--- src/rtl/alu_pkg.sv ---
// Shared opcode, group and FSM encodings for the sequential ALU.
package alu_pkg;

  localparam logic [3:0] OP_AND   = 4'b0000;
  localparam logic [3:0] OP_OR    = 4'b0001;
  localparam logic [3:0] OP_XOR   = 4'b1000;
  localparam logic [3:0] OP_SUM   = 4'b0010;
  localparam logic [3:0] OP_SUB   = 4'b1010;
  localparam logic [3:0] OP_EQUAL = 4'b0011;
  localparam logic [3:0] OP_GE    = 4'b1100;
  localparam logic [3:0] OP_GEU   = 4'b1101;
  localparam logic [3:0] OP_SLT   = 4'b1110;
  localparam logic [3:0] OP_SLTU  = 4'b1111;
  localparam logic [3:0] OP_SLL   = 4'b0100;
  localparam logic [3:0] OP_SRL   = 4'b0101;
  localparam logic [3:0] OP_SRA   = 4'b0111;

  localparam logic [1:0] CO_LDST   = 2'b00;
  localparam logic [1:0] CO_BRANCH = 2'b01;
  localparam logic [1:0] CO_ALU    = 2'b10;
  localparam logic [1:0] CO_INV    = 2'b11;

  localparam logic [6:0] F7_ZERO = 7'b0000000;
  localparam logic [6:0] F7_ALT  = 7'b0100000;

  typedef enum logic [1:0] {
    ST_IDLE  = 2'd0,
    ST_SHIFT = 2'd1,
    ST_DONE  = 2'd2
  } state_t;

endpackage

--- src/rtl/alu_op_decode.sv ---
// Combinational decode of group/funct fields to the 4-bit ALU opcode.
module alu_op_decode
  import alu_pkg::*;
(
  input  logic [1:0] ALU_CO_i,
  input  logic [6:0] FUNC7_i,
  input  logic [2:0] FUNC3_i,
  input  logic       is_immediate_i,
  output logic [3:0] op_o,
  output logic       is_shift_o,
  output logic       illegal_o
);

  logic [3:0] w_op;
  logic       w_illegal;

  // Opcode selection; illegal encodings collapse to opcode 0000.
  always_comb begin
    w_op      = OP_AND;
    w_illegal = 1'b0;
    case (ALU_CO_i)
      CO_LDST: w_op = OP_SUM;
      CO_BRANCH: begin
        case (FUNC3_i)
          3'b000, 3'b001: w_op = OP_EQUAL;
          3'b100:         w_op = OP_SLT;
          3'b101:         w_op = OP_GE;
          3'b110:         w_op = OP_SLTU;
          3'b111:         w_op = OP_GEU;
          default:        w_illegal = 1'b1;
        endcase
      end
      CO_ALU: begin
        case (FUNC3_i)
          3'b000: begin
            if (is_immediate_i || FUNC7_i == F7_ZERO) w_op = OP_SUM;
            else if (FUNC7_i == F7_ALT)               w_op = OP_SUB;
            else                                      w_illegal = 1'b1;
          end
          3'b001: w_op = OP_SLL;
          3'b010: w_op = OP_SLT;
          3'b011: w_op = OP_SLTU;
          3'b100: w_op = OP_XOR;
          3'b101: begin
            if (FUNC7_i == F7_ZERO)     w_op = OP_SRL;
            else if (FUNC7_i == F7_ALT) w_op = OP_SRA;
            else                        w_illegal = 1'b1;
          end
          3'b110: w_op = OP_OR;
          default: w_op = OP_AND;
        endcase
      end
      default: w_illegal = 1'b1;
    endcase
    if (w_illegal) w_op = OP_AND;
  end

  assign op_o       = w_op;
  assign illegal_o  = w_illegal;
  assign is_shift_o = !w_illegal && (w_op == OP_SLL || w_op == OP_SRL || w_op == OP_SRA);

endmodule

--- src/rtl/alu_exec_seq.sv ---
// Sequential ALU: handshake in, single-cycle or iterative-shift execute,
// registered result out through valid/ready.
module alu_exec_seq
  import alu_pkg::*;
#(
  parameter int unsigned WIDTH      = 32,
  parameter int unsigned SHIFT_STEP = 1
) (
  input  logic             clk,
  input  logic             rst,
  input  logic             in_valid_i,
  output logic             in_ready_o,
  input  logic             is_immediate_i,
  input  logic [1:0]       ALU_CO_i,
  input  logic [6:0]       FUNC7_i,
  input  logic [2:0]       FUNC3_i,
  input  logic [WIDTH-1:0] a_i,
  input  logic [WIDTH-1:0] b_i,
  output logic             out_valid_o,
  input  logic             out_ready_i,
  output logic [WIDTH-1:0] result_o,
  output logic [3:0]       ALU_OP_o,
  output logic             illegal_o
);

  localparam int unsigned SHW = $clog2(WIDTH);
  localparam logic [SHW:0] STEP = (SHW+1)'(SHIFT_STEP);

  state_t           r_state;
  logic [WIDTH-1:0] r_result;
  logic [3:0]       r_op;
  logic             r_illegal;
  logic [SHW:0]     r_remaining;

  logic [3:0]       w_op;
  logic             w_is_shift;
  logic             w_illegal;
  logic             w_accept;
  logic [SHW-1:0]   w_shamt;
  logic [WIDTH-1:0] w_alu;
  logic [SHW:0]     w_step;
  logic [WIDTH-1:0] w_shifted;

  alu_op_decode u_decode (
    .ALU_CO_i       (ALU_CO_i),
    .FUNC7_i        (FUNC7_i),
    .FUNC3_i        (FUNC3_i),
    .is_immediate_i (is_immediate_i),
    .op_o           (w_op),
    .is_shift_o     (w_is_shift),
    .illegal_o      (w_illegal)
  );

  assign in_ready_o  = (r_state == ST_IDLE) || (r_state == ST_DONE && out_ready_i);
  assign out_valid_o = (r_state == ST_DONE);
  assign result_o    = r_result;
  assign ALU_OP_o    = r_op;
  assign illegal_o   = r_illegal;
  assign w_accept    = in_valid_i && in_ready_o;
  assign w_shamt     = b_i[SHW-1:0];

  // Single-cycle datapath; comparisons return 0/1 in bit 0.
  always_comb begin
    w_alu = '0;
    case (w_op)
      OP_AND:   w_alu = a_i & b_i;
      OP_OR:    w_alu = a_i | b_i;
      OP_XOR:   w_alu = a_i ^ b_i;
      OP_SUM:   w_alu = a_i + b_i;
      OP_SUB:   w_alu = a_i - b_i;
      OP_EQUAL: w_alu[0] = (a_i == b_i);
      OP_GE:    w_alu[0] = ($signed(a_i) >= $signed(b_i));
      OP_GEU:   w_alu[0] = (a_i >= b_i);
      OP_SLT:   w_alu[0] = ($signed(a_i) < $signed(b_i));
      OP_SLTU:  w_alu[0] = (a_i < b_i);
      default:  w_alu = '0;
    endcase
  end

  // One shift iteration of min(SHIFT_STEP, remaining) bits.
  always_comb begin
    w_step = (r_remaining < STEP) ? r_remaining : STEP;
    case (r_op)
      OP_SLL:  w_shifted = r_result << w_step;
      OP_SRA:  w_shifted = $unsigned($signed(r_result) >>> w_step);
      default: w_shifted = r_result >> w_step;
    endcase
  end

  // Control FSM and output registers; accept from IDLE or DONE-with-handoff.
  always_ff @(posedge clk) begin
    if (rst) begin
      r_state     <= ST_IDLE;
      r_result    <= '0;
      r_op        <= '0;
      r_illegal   <= 1'b0;
      r_remaining <= '0;
    end else if (w_accept) begin
      r_op      <= w_op;
      r_illegal <= w_illegal;
      if (w_illegal) begin
        r_result <= '0;
        r_state  <= ST_DONE;
      end else if (w_is_shift && w_shamt != '0) begin
        r_result    <= a_i;
        r_remaining <= {1'b0, w_shamt};
        r_state     <= ST_SHIFT;
      end else begin
        r_result <= w_is_shift ? a_i : w_alu;
        r_state  <= ST_DONE;
      end
    end else begin
      case (r_state)
        ST_SHIFT: begin
          r_result    <= w_shifted;
          r_remaining <= r_remaining - w_step;
          if (r_remaining == w_step) r_state <= ST_DONE;
        end
        ST_DONE:  if (out_ready_i) r_state <= ST_IDLE;
        ST_IDLE:  r_state <= ST_IDLE;
        default:  r_state <= ST_IDLE;
      endcase
    end
  end

endmodule

--- config.mk ---
export PLATFORM = sky130hd
export DESIGN_NAME = alu_exec_seq
export DESIGN_NICKNAME = d
export VERILOG_FILES = /design/src/rtl/alu_pkg.sv /design/src/rtl/alu_op_decode.sv /design/src/rtl/alu_exec_seq.sv
export SDC_FILE = /design/constraint.sdc
export NUM_CORES = 1
export LEC_CHECK = 0
export ABC_AREA = 1
export CAP_MARGIN = 20
export CORE_MARGIN = 2
export CORE_UTILIZATION = 40
export DETAILED_ROUTE_END_ITERATION = 10
export GPL_TIMING_DRIVEN = 0
export SLEW_MARGIN = 20
export SYNTH_ARGS = -nofsm -noshare
export SYNTH_HDL_FRONTEND = slang
export SYNTH_SLANG_ARGS = --single-unit
export TNS_END_PERCENT = 30
--- constraint.sdc ---
create_clock -name clk -period 3.55 [get_ports clk]
set_clock_uncertainty 0.15 [all_clocks]
set_input_delay 1.065 -clock clk [delete_from_list [all_inputs] [get_ports clk]]
set_output_delay 1.065 -clock clk [all_outputs]
set_load 0.02 [all_outputs]
-- After elaboration in Yosys (flattened, before gate mapping)
Index checks and enable logic that the tools add are counted.
- output and inout port bits: 39
- bits in registers: 45
- word-level logic and storage cells: 104
- input bits: 81
- order comparisons: 5
- bitwise gates (word level): 3
- muxes and demuxes: 33
- $add $sub $neg: 3
- reduce and logical (&&, ||, !) cells: 20
- equality and inequality tests: 32
- shift operators: 3
- operators with widths (operator ; count):
    $mux 32 ; 5
    $pmux 31 s5 ; 1
    $ge 32x32->1 ; 2
    $lt 32x32->1 ; 2
    $pmux 32 s2 ; 1
    $add 32x32->32 ; 1
    $and 32x32->32 ; 1
    $eq 32x32->1 ; 1
    $or 32x32->32 ; 1
    $shl 32x6->32 ; 1
    $shr 32x6->32 ; 1
    $sshr 32x6->32 ; 1
    $sub 32x32->32 ; 1
    $xor 32x32->32 ; 1
    $mux 6 ; 5
    $pmux 4 s7 ; 1
    $eq 4x4->1 const B ; 6
    $eq 4x3->1 const B ; 5
    $pmux 4 s5 ; 1
    $mux 4 ; 4
    $eq 3x3->1 const B ; 4
    $pmux 4 s3 ; 1
    $mux 2 ; 5
    $pmux 1 s10 ; 1
    32 further kinds ; 46

-- Logic depth before layout (Yosys ltp)
- depth after elaboration: 14
- gate-level depth with buffers: 20
- mapped depth without buffers: 20

-- By module
A second synthesis with hierarchy kept.
- cell total of the unflattened synthesis: 1647
- area total of the unflattened synthesis: 9437.8 µm²
- modules (own cells, without submodules) (module ; instances ; cells each ; area an instance (µm²) ; sequential area each (µm²)):
    alu_exec_seq ; 1 ; 1577 ; 9059.9 ; 900.9
    alu_op_decode ; 1 ; 70 ; 377.9 ; 0.0

-- Least setup slack after synthesis
No wires, ideal clock.
- path kind: input-to-reg
- start point: input port a_i[0]
- end point: register r_result[30] (netlist: result_o[30])
- path slack: 385 ps
- required time: 3265 ps
- arrival: 2880 ps
- library setup time: 135 ps
- path buffers: 0
- stages on the path: 16
- cells stage by stage: inv_1 -> ha_1 -> fa_1 -> inv_1 -> nand3_1 -> nand2_1 -> nand2_1 -> nand2_1 -> nand3_1 -> nand3_1 -> a21oi_1 -> or2_2 -> nand2_1 -> nand3_1 -> nand2_1 -> a21oi_2
- word-level cells in the longest chain between the ends: 6
- elaborated cells on any way between the ends: 7
- classes of those cells: add/sub: 2; mux: 5
- RTL lines (what ; line ; text):
    from (decl) ; alu_exec_seq.sv:17 ; input logic [WIDTH-1:0] a_i,
    $sub 32x32->32 / $add 32x32->32 (equally long branches) ; alu_exec_seq.sv:70, alu_exec_seq.sv:69 ;
    $pmux 31 s5 * ; alu_exec_seq.sv:65 ; case (w_op)
    $mux 32 * ; alu_exec_seq.sv:109 ; r_result <= w_is_shift ? a_i : w_alu;
    $mux 32 * ; alu_exec_seq.sv:104 ; end else if (w_is_shift && w_shamt != '0) begin
    $mux 32 * ; alu_exec_seq.sv:101 ; if (w_illegal) begin
    $mux 32 * ; alu_exec_seq.sv:98 ; end else if (w_accept) begin
    to (signal assigned) ; alu_exec_seq.sv:105 ; r_result <= a_i;
    to (signal assigned) ; alu_exec_seq.sv:109 ;
    to (signal assigned) ; alu_exec_seq.sv:115 ; r_result <= w_shifted;
    to (decl) ; alu_exec_seq.sv:30 ; logic [WIDTH-1:0] r_result;
Mark *: on every way between the ends. The rest lies on a longest branch, timed or not.
A chain may end at the register's enable or synchronous reset.

-- Worst setup path in the final report
- start point: input port b_i[9]
- end point: register r_result[14] (netlist: result_o[14])
- word-level cells in the longest chain between the ends: 6
- elaborated cells on any way between the ends: 7
- classes of those cells: add/sub: 2; mux: 5
- RTL lines (what ; line ; text):
    from (decl) ; alu_exec_seq.sv:18 ; input logic [WIDTH-1:0] b_i,
    $sub 32x32->32 / $add 32x32->32 (equally long branches) ; alu_exec_seq.sv:70, alu_exec_seq.sv:69 ;
    $pmux 31 s5 * ; alu_exec_seq.sv:65 ;
    $mux 32 * ; alu_exec_seq.sv:109 ;
    $mux 32 * ; alu_exec_seq.sv:104 ;
    $mux 32 * ; alu_exec_seq.sv:101 ;
    $mux 32 * ; alu_exec_seq.sv:98 ;
Marks and branches as above.

==> flow_summary_export.csv <==
group,metric,value,unit
cts,clkSinkCount,45,
cts,clk_pin_slew,0.06,ns
die,die_w,158,µm
timing,layout_setup_ws,0.0165,ns
global_routing,track_usage,0.337,
die,dieArea,0.0248,mm²
timing,min_period_over_period,0.995,
min_path,hp-start,"r_remaining[3]",
timing,setup_viol,0,
die,boundaryPins,120,
finish,post-route-util,0.565,
global_routing,grt_max_degree,13,
route,wl_per_cell,19.9,µm
die,start_util,0.404,
worst_setup_path,crit_fanout,6,
worst_setup_path,worstSetupEndpointType,"flip-flop",
cts,cts_max_path_buffers,2,
timing,slew_headroom,0.567,
finish,drive_gt1_frac,0.253,
placed_design,gp_congestion,1.04,
timing,drv_slew,0,
global_routing,grt_overflow,0,
logic_synthesis,yosys-top-cells-area,"nand2_1 (16%), ha_1 (13%), inv_1 (11%), dfxtp_1 (9.5%), nor2_1 (8.8%)",
route,vias_per_cell,5.44,
min_path,hold_class,"flip-flop to flip-flop",
logic_synthesis,syn_area,0.00944,mm²
logic_synthesis,netlist_instances,1705,
placed_design,dpl_cell_area,0.0110,mm²
route,drt_iter0_drc,1092,
finish,nets,2075,
cts,clock_latency,0.29,ns
worst_setup_path,crit_start,"b_i[9]",
route,wl,44000,µm
cts,cts-root-buf,"clkbuf_16",
die,die_y,158,µm
placed_design,portBuffers,118,
die,placementRows,56,
timing,fmax,283,MHz
global_routing,grt_pass1_vias,10800,
logic_synthesis,synth-seq-cells,45,
finish,design_area,0.0132,mm²
route,drc,0,
die,core_area,0.0233,mm²
timing,worst_pin_slew,0.649,ns
timing,rsz0062_at_grt,"yes",
worst_setup_path,required,3.56,ns
placed_design,preCtsSetupSlack,-1.07,ns
global_routing,antenna_found_initial,1,
logic_synthesis,synth.avg_cell_area,5.53,µm²
worst_setup_path,worstSetupPathType,"primary input to flip-flop",
cts,ctsHoldBuffers,0,
status,run_status,"finished, final reports clean",
worst_setup_path,start_kind,"primary input",
finish,antenna_cells,0,
job,cap_viol_max_count,0,
global_routing,grt_pass1_wl,62800,µm
route,drt-pass1-iter-count,5,
logic_synthesis,synth_cell_type_count,52,
logic_synthesis,synth-warning-count,0,
cts,cts_inserted_buffers,5,
power,p_leak,6.42,nW
logic_synthesis,seq_area_frac_synth,0.0955,
worst_setup_path,crit-reg2reg-launch,"r_remaining[2]",
timing,period_minus_slack,3.53,ns
cts,cts_tree,"built",
timing,hold_viol,0,
logic_synthesis,yosysTopAreaCellShare,0.163,
cts,cts-htree-levels,2,
placed_design,dp_hpwl,35000,µm
logic_synthesis,synth.largest_area_cell,"nand2_1",
logic_synthesis,synth_nets,1886,
finish,area_growth,39.6,%
power,irDropWorstVdd,0.164,mV
route,ant_nets,0,
route,vias,12000,
worst_setup_path,cp_data_arrival_time,3.54,ns
power,cellPowerDensity,254,mW/mm²
## cell usage after synthesis (all sizes together)
| library cell | n |
|---|---|
| a21oi | 148 |
| o211ai | 9 |
| nor3 | 16 |
| o21a | 13 |
| and3b | 1 |
| o22ai | 7 |
| o32ai | 1 |
| buf | 35 |
| clkinv | 3 |
| nand3 | 116 |
| nand3b | 4 |
| fa | 2 |
| nor3b | 2 |
| o21ai | 104 |
| nor2 | 234 |
| a31oi | 14 |
| ha | 98 |
| or2 | 18 |
| a21o | 2 |
| o311ai | 1 |
| nand4 | 35 |
| clkbuf | 21 |
| nand2 | 424 |
| xnor2 | 1 |
| nor4 | 4 |
| a32oi | 14 |
| inv | 295 |
| dfxtp | 45 |
| a22oi | 3 |
| and2 | 5 |
| xor2 | 20 |
| o21bai | 10 |
## per-layer routing
metal	track usage	routed length, µm
met5	0	13
met4	0.123	1840
met3	0.0153	2630
met2	0.588	20700
met1	0.441	18900
## sequential cells by signal (all words and copies together) (netlist names)
signal and cells:
r_state 2, result_o 32, illegal_o 1, r_remaining 6, ALU_OP_o 4
## report_power, final
part | switching (mW) | internal (mW)
sequential | 0.0408 | 0.551
combinational | 1.45 | 0.837
clock | 0.192 | 0.277
total | 1.68 | 1.66
## cells by family after synthesis
family,share of synthesized area
adders and majority gates,0.134
buffers and inverters,0.151
AOI/OAI and AO/OA,0.200
DFF,0.0955
and+or+nand+nor,0.400
xor gates and xnor gates,0.0195
## what timing repair did
action,in CTS,in global routing
setup buffers,21,37
pin swaps,21,83
gates cloned,0,7
setup endpoints to repair,33,36
gates resized for setup,222,270
## final cells by class
cell class / count / area [µm²]
plain buffers: 55 / 420
clock buffers: 7 / 143
fillers: 2447 / 10200
inverters: 298 / 1150
multi-input cells: 1306 / 8460
flip-flops and latches: 45 / 901
well taps: 319 / 399
repair buffers: 183 / 1700
## layout by cell type (no fill, tap or decap), types with 12 or more instances in the layout
cell type / instances
nand2_2: 82
nand3_1: 98
or2_2: 17
nand2_1: 328
nand3_2: 15
ha_1: 74
ha_4: 24
inv_1: 250
nand2_4: 13
o21ai_1: 17
dfxtp_1: 45
a21oi_1: 85
a32oi_1: 14
nor2_4: 31
buf_4: 64
inv_2: 37
a31oi_1: 14
o21ai_0: 75
nor2_1: 162
buf_6: 19
nor2_2: 39
xor2_1: 20
dlygate4sd2_1: 12
dlymetal6s2s_1: 26
clkdlybuf4s50_1: 75
o21a_1: 13
nand4_1: 34
a21oi_4: 12
clkbuf_1: 17
a21oi_2: 51
## path summary, 6_finish.rpt
| path | endpoint | slack, ns | depth (start not counted) |
|---|---|---|---|
| min | r_remaining[3] | 0.34 | 2 |
| max | result_o[14] | 0.02 | 15 |
| max reg2reg | result_o[12] | 0.96 | 10 |
| min reg2reg | r_remaining[3] | 0.34 | 2 |
## critical path, cell delays in order
cell	delay, ns
clkdlybuf4s50_1	0.50
inv_1	0.09
ha_4	0.28
buf_4	0.14
a21oi_2	0.21
o21ai_2	0.11
nand2_1	0.07
nand2_1	0.07
a21oi_1	0.33
xor2_1	0.19
nor2_1	0.06
nor2_1	0.10
nand3_1	0.10
nand2_2	0.16
a21oi_2	0.07
## per-stage QoR
step	power (mW)	hold WS [ns]	std cells	TNS [ns]
after detailed placement	2.42	0.322	2142	-23.38
after global placement	2.42	0.323	2142	-22.60
after CTS	3.07	0.332	2169	-0.0808
after floorplan	1.76	0.306	1705	0
final	3.35	0.336	2213	0
after global routing	3.55	0.372	2213	-0.245
Power figures use the tool's default switching activity.
